`src/rtl/mem_write_buffer.sv`:
```
// Line write-back buffer: queues evicted lines, merges same-line pushes,
// serves read-bypass lookups and drains one line at a time to memory.
module mem_write_buffer #(
  parameter int ADDR_BITS = 32,
  parameter int LINE_BITS = 128,
  parameter int OFFS_BITS = 4,
  parameter int DEPTH     = 4,
  parameter int PTR_BITS  = 2
) (
  input  logic                 clk,
  input  logic                 rst,
  input  logic                 pushE,
  input  logic [ADDR_BITS-1:0] pushAddr,
  input  logic [LINE_BITS-1:0] pushData,
  output logic                 full,
  output logic                 empty,
  input  logic [ADDR_BITS-1:0] lookupAddr,
  output logic                 lookupHit,
  output logic [LINE_BITS-1:0] lookupData,
  output logic [ADDR_BITS-1:0] wAddr,
  output logic                 wE,
  output logic [LINE_BITS-1:0] wData,
  input  logic                 wDone
);

  localparam int TAG_BITS = ADDR_BITS - OFFS_BITS;

  typedef enum logic [1:0] {
    IDLE,
    WRITE,
    GAP
  } state_t;

  state_t state;
  state_t state_nx;

  logic [TAG_BITS-1:0]  tag_q  [DEPTH];
  logic [LINE_BITS-1:0] data_q [DEPTH];
  logic [PTR_BITS-1:0]  head;
  logic [PTR_BITS-1:0]  tail;
  logic [PTR_BITS:0]    count;
  logic [PTR_BITS:0]    count_nx;

  logic [TAG_BITS-1:0]  push_tag;
  logic [TAG_BITS-1:0]  look_tag;
  logic                 merge;
  logic [PTR_BITS-1:0]  merge_idx;
  logic                 do_merge;
  logic                 do_new;
  logic                 pop;
  logic [LINE_BITS-1:0] head_data;

  assign push_tag = pushAddr[ADDR_BITS-1:OFFS_BITS];
  assign look_tag = lookupAddr[ADDR_BITS-1:OFFS_BITS];

  // Youngest mergeable entry; the in-flight head is never modified.
  always_comb begin
    merge     = 1'b0;
    merge_idx = '0;
    for (int k = 0; k < DEPTH; k++) begin
      if ((PTR_BITS+1)'(k) < count &&
          tag_q[head + PTR_BITS'(k)] == push_tag &&
          !(state == WRITE && k == 0)) begin
        merge     = 1'b1;
        merge_idx = head + PTR_BITS'(k);
      end
    end
  end

  always_comb begin
    lookupHit  = 1'b0;
    lookupData = '0;
    for (int k = 0; k < DEPTH; k++) begin
      if ((PTR_BITS+1)'(k) < count &&
          tag_q[head + PTR_BITS'(k)] == look_tag) begin
        lookupHit  = 1'b1;
        lookupData = data_q[head + PTR_BITS'(k)];
      end
    end
  end

  assign do_merge = pushE && merge;
  assign do_new   = pushE && !merge && !full;
  assign pop      = (state == WRITE) && wDone;

  assign count_nx = count
                  + {{PTR_BITS{1'b0}}, do_new}
                  - {{PTR_BITS{1'b0}}, pop};

  // A merge into the head on the launch edge must reach memory.
  assign head_data = (do_merge && merge_idx == head) ?
                     pushData : data_q[head];

  always_comb begin
    state_nx = state;
    unique case (state)
      IDLE:    if (count != '0) state_nx = WRITE;
      WRITE:   if (wDone) state_nx = GAP;
      GAP:     state_nx = (count != '0) ? WRITE : IDLE;
      default: state_nx = IDLE;
    endcase
  end

  always_ff @(posedge clk) begin
    if (do_new) begin
      tag_q[tail]  <= push_tag;
      data_q[tail] <= pushData;
    end else if (do_merge) begin
      data_q[merge_idx] <= pushData;
    end
  end

  always_ff @(posedge clk or negedge rst) begin
    if (!rst) begin
      state <= IDLE;
      head  <= '0;
      tail  <= '0;
      count <= '0;
      wE    <= 1'b0;
      wAddr <= '0;
      wData <= '0;
      full  <= 1'b0;
      empty <= 1'b1;
    end else begin
      state <= state_nx;
      count <= count_nx;
      full  <= (count_nx == (PTR_BITS+1)'(DEPTH));
      empty <= (count_nx == '0) && (state_nx == IDLE);
      if (do_new) tail <= tail + 1'b1;
      if (pop)    head <= head + 1'b1;
      if (state_nx == WRITE && state != WRITE) begin
        wE    <= 1'b1;
        wAddr <= {tag_q[head], {OFFS_BITS{1'b0}}};
        wData <= head_data;
      end else if (state_nx != WRITE) begin
        wE <= 1'b0;
      end
    end
  end

endmodule

```
`config.mk`:
```
export PLATFORM = sky130hd
export DESIGN_NAME = mem_write_buffer
export DESIGN_NICKNAME = d
export VERILOG_FILES = /design/src/rtl/mem_write_buffer.sv
export SDC_FILE = /design/constraint.sdc
export NUM_CORES = 2
export LEC_CHECK = 0
export CAP_MARGIN = 20
export CORE_MARGIN = 5
export CORE_UTILIZATION = 30
export DETAILED_ROUTE_END_ITERATION = 10
export PLACE_DENSITY = 0.59
export SYNTH_ARGS = -nofsm -noshare
export SYNTH_HDL_FRONTEND = slang
export SYNTH_SLANG_ARGS = --single-unit
```
`constraint.sdc`:
```
create_clock -name clk -period 14.3 [get_ports clk]
set_input_delay 2.86 -clock clk [delete_from_list [all_inputs] [get_ports clk]]
set_output_delay 2.86 -clock clk [all_outputs]
set_load 0.05 [all_outputs]
```
==> qor.yml <==
power.leakage_nw: 19.55
drive_gt1_share_pct: 13.58
synth_area_mm2: 0.04728
fin_crit_ps: 10570
failed_checks: "design-rule violations"
synth.most_common_cell: "nor2_1"
rr_worst_depth: 12
worstSkewPairLatency_ps: 720
grt_pass1_vias: 37030
synthAdderAreaFrac_pct: 0.2541
synth_cell_types: 76
r2r-start: "head[0]"
tns_ps: 0
min-delay-start: "wAddr[21]"
fmax_mhz: 94.63
cp_max_fo: 33
clock_skew_ps: 33.80
worstSetupEndpointType: "output port"
synth_compound_area_share_pct: 17.57
synth_commonest_cells: "650 x nor2_1, 624 x edfxtp_1, 399 x a21oi_1"
antenna_found_initial: 15
async_reset_ff_share_pct: 21.21
synth_xor_area_share_pct: 3.798
io_pins: 488
intPower_mw: 6.885
cts.reportedPaths.clkPinSlew_ps: 60
max_cap_viol_count: 0
setup_viol: 0
worst_pin_slew_ps: 1148
yosys_warnings: 0
hold-path-cell-count: 2
worstSetupPathType: "input pin to output port"
max-clock-path-buffers: 3
grt_max_degree: 165
core_mm2: 0.1564
wl_per_cell_um: 24.41
hold_viol: 0
nets: 4828
p_switching_mw: 5.552
die_x_um: 407.0
syn2layout_area_growth_pct: 19.61
power_frac_clock_pct: 19.3
synth_edf_count: 624
cts_hold_buffers: 0
dr_total_vias: 37680
ctsHtreeMaxLevel: 3
status: "finished, violations left"
cts_root_buffer: "clkbuf_16"
clock_sinks: 792
synth_top_area_share_pct: 39.63
first_iter_violations: 3116
grt_pass1_wl_mm: 241.8
pwr-share-comb_pct: 52.8
synth_area_leaders: "edfxtp_1 40%, dfrtp_1 8.8%, mux2i_1 7.6%"
num_rows: 145
ctsResizeCount: 0
relSlewSlack_pct: 23.48
drc: 2
post-cts-setup-buffer-count: 0
yosysTopAreaCell: "edfxtp_1"
dp_hpwl_mm: 103.6
rsz0062_at_grt: "false"
ys_ff_latch: 792
crit_required_ps: 11440
finalMaxSlewViolations: 0
synth_simple_gate_area_share_pct: 8.511
wl_mm: 165.3
hold-path-endpoint: "wAddr[21]"
grt_use_total_pct: 19.25
placed_area_mm2: 0.05344
cts_buffers: 94
p_per_area_mw_per_mm2: 219.9
postSynthCellCount: 4396
syn_avg_cell_area_um2: 10.75
dieArea_mm2: 0.1656
rrSetupSlack_ps: 6920
drt-pass1-iter-count: 9
ir_worst_vdd_mv: 0.1866
gp_congestion: 0.9489
period_share_pct: 73.90
synth_top_family_by_area: "compound AO/OA/AOI/OAI gates"
final_cell_area_mm2: 0.05655
cts_tree: "yes"
grt-ovfl-total: 0
synthMuxAreaShare_pct: 17.10
io_buffers: 475
die_h_um: 407.0
ant_nets: 0
start_util_pct: 30.23
ys_seq_area_share_pct: 48.53
viasPerCell: 5.563
start_kind: "input pin"
crit_arrival_ps: 7710
min_path_type: "flop to flop"
synth_flop_cell: "edfxtp_1"
pwr-share-seq_pct: 27.8
r2r-end: "data_q[3][59]"
p_sw_share_pct: 44.64
stage by stage:
stage,worst slack [ps],hold slack (ps),util [%],instances,power (mW)
after floorplan,2742,430.5,-,4399,8.270
after global placement,3708,447.9,34.17,6585,9.930
after detailed placement,3699,468.0,34.17,6585,10.03
after CTS,3683,471.1,36.14,6763,12.48
after global routing,3513,488.0,36.16,6771,13.16
final,3733,477.8,36.16,6773,12.44
kinds of logic after synthesis:
group | Yosys count
buffers and inverters | 435
AOI/OAI and AO/OA | 1247
DFF | 792
xor gates and xnor gates | 205
other | 1
and+or+nand+nor | 993
muxes | 714
adders and majority gates | 9
state kept, by name, indices dropped and copies added, names as in the netlist:
signal  flops
wAddr      28
state       2
data_q    512
empty       1
full        1
tag_q     112
tail        2
count       3
wData     128
wE          1
head        2
cells in the final DEF (no fill, tap or decap), types with 5 or more instances in the layout:
| master | count |
|---|---|
| nor2_1 | 650 |
| edfxtp_1 | 624 |
| clkdlybuf4s50_1 | 473 |
| a21oi_1 | 398 |
| mux2i_1 | 359 |
| mux2_2 | 309 |
| o21ai_0 | 276 |
| nand2_1 | 237 |
| dfrtp_1 | 165 |
| o211ai_1 | 132 |
| o221ai_1 | 131 |
| xnor2_1 | 121 |
| a41oi_1 | 120 |
| clkbuf_16 | 97 |
| a211oi_1 | 93 |
| xor2_1 | 84 |
| buf_4 | 51 |
| mux4_2 | 43 |
| nand4_1 | 41 |
| a211oi_2 | 38 |
| inv_1 | 25 |
| clkinv_2 | 23 |
| clkbuf_1 | 21 |
| clkinv_1 | 12 |
| nor3_1 | 11 |
| diode_2 | 10 |
| o22ai_1 | 10 |
| a41oi_2 | 10 |
| buf_12 | 10 |
| nor4_1 | 9 |
| and2_1 | 8 |
| ha_1 | 8 |
| nand3_1 | 6 |
| clkbuf_8 | 6 |
| bufinv_16 | 6 |
| a221oi_1 | 5 |
metal layers:
| layer | track usage (%) | share of wire [%] |
|---|---|---|
| met2 | 31.19 | 47 |
| met1 | 25.45 | 43 |
| met3 | 3.550 | 6.9 |
| met4 | 7.810 | 3.5 |
| met5 | 0 | 0.013 |
critical path: stages:
cell and delay (ps):
clkdlybuf4s50_1 630, xor2_1 250, nand4_1 180, nor4_1 480, nand3_4 530, nand3_4 680, buf_4 590, o221ai_1 200
o211ai_1 150, o21ai_0 230, clkdlybuf4s50_1 800
power groups by stage:
stage / sequential (mW) / clock (mW) / combinational (mW)
after global routing: 3.53 / 2.56 / 7.07
after global placement: 3.49 / 0 / 6.44
after floorplan: 4.15 / 0 / 4.12
after CTS: 3.46 / 2.47 / 6.55
final: 3.46 / 2.40 / 6.57
after detailed placement: 3.51 / 0 / 6.52
how the worst max path moves through the flow:
stage                         startpoint              end  cells past startpoint
final                     lookupAddr[27]   lookupData[62]                     11
after global routing      lookupAddr[27]  lookupData[123]                     11
after CTS                 lookupAddr[27]   lookupData[62]                     11
after detailed placement  lookupAddr[27]   lookupData[62]                     11
after global placement    lookupAddr[27]   lookupData[62]                     11
after floorplan             pushAddr[25]     data_q[0][0]                     10
layout make-up:
cell class	instances	area, um2
clock buffer	124	2589
sequential	792	22950
timing repair buffer	536	5344
inverter	27	108.9
antenna	10	25.02
clock inverter	54	493.0
fill	15330	99840
tap	2058	2575
multi-input combinational	3172	22460
Note: power is estimated with default switching activity, not from simulation.
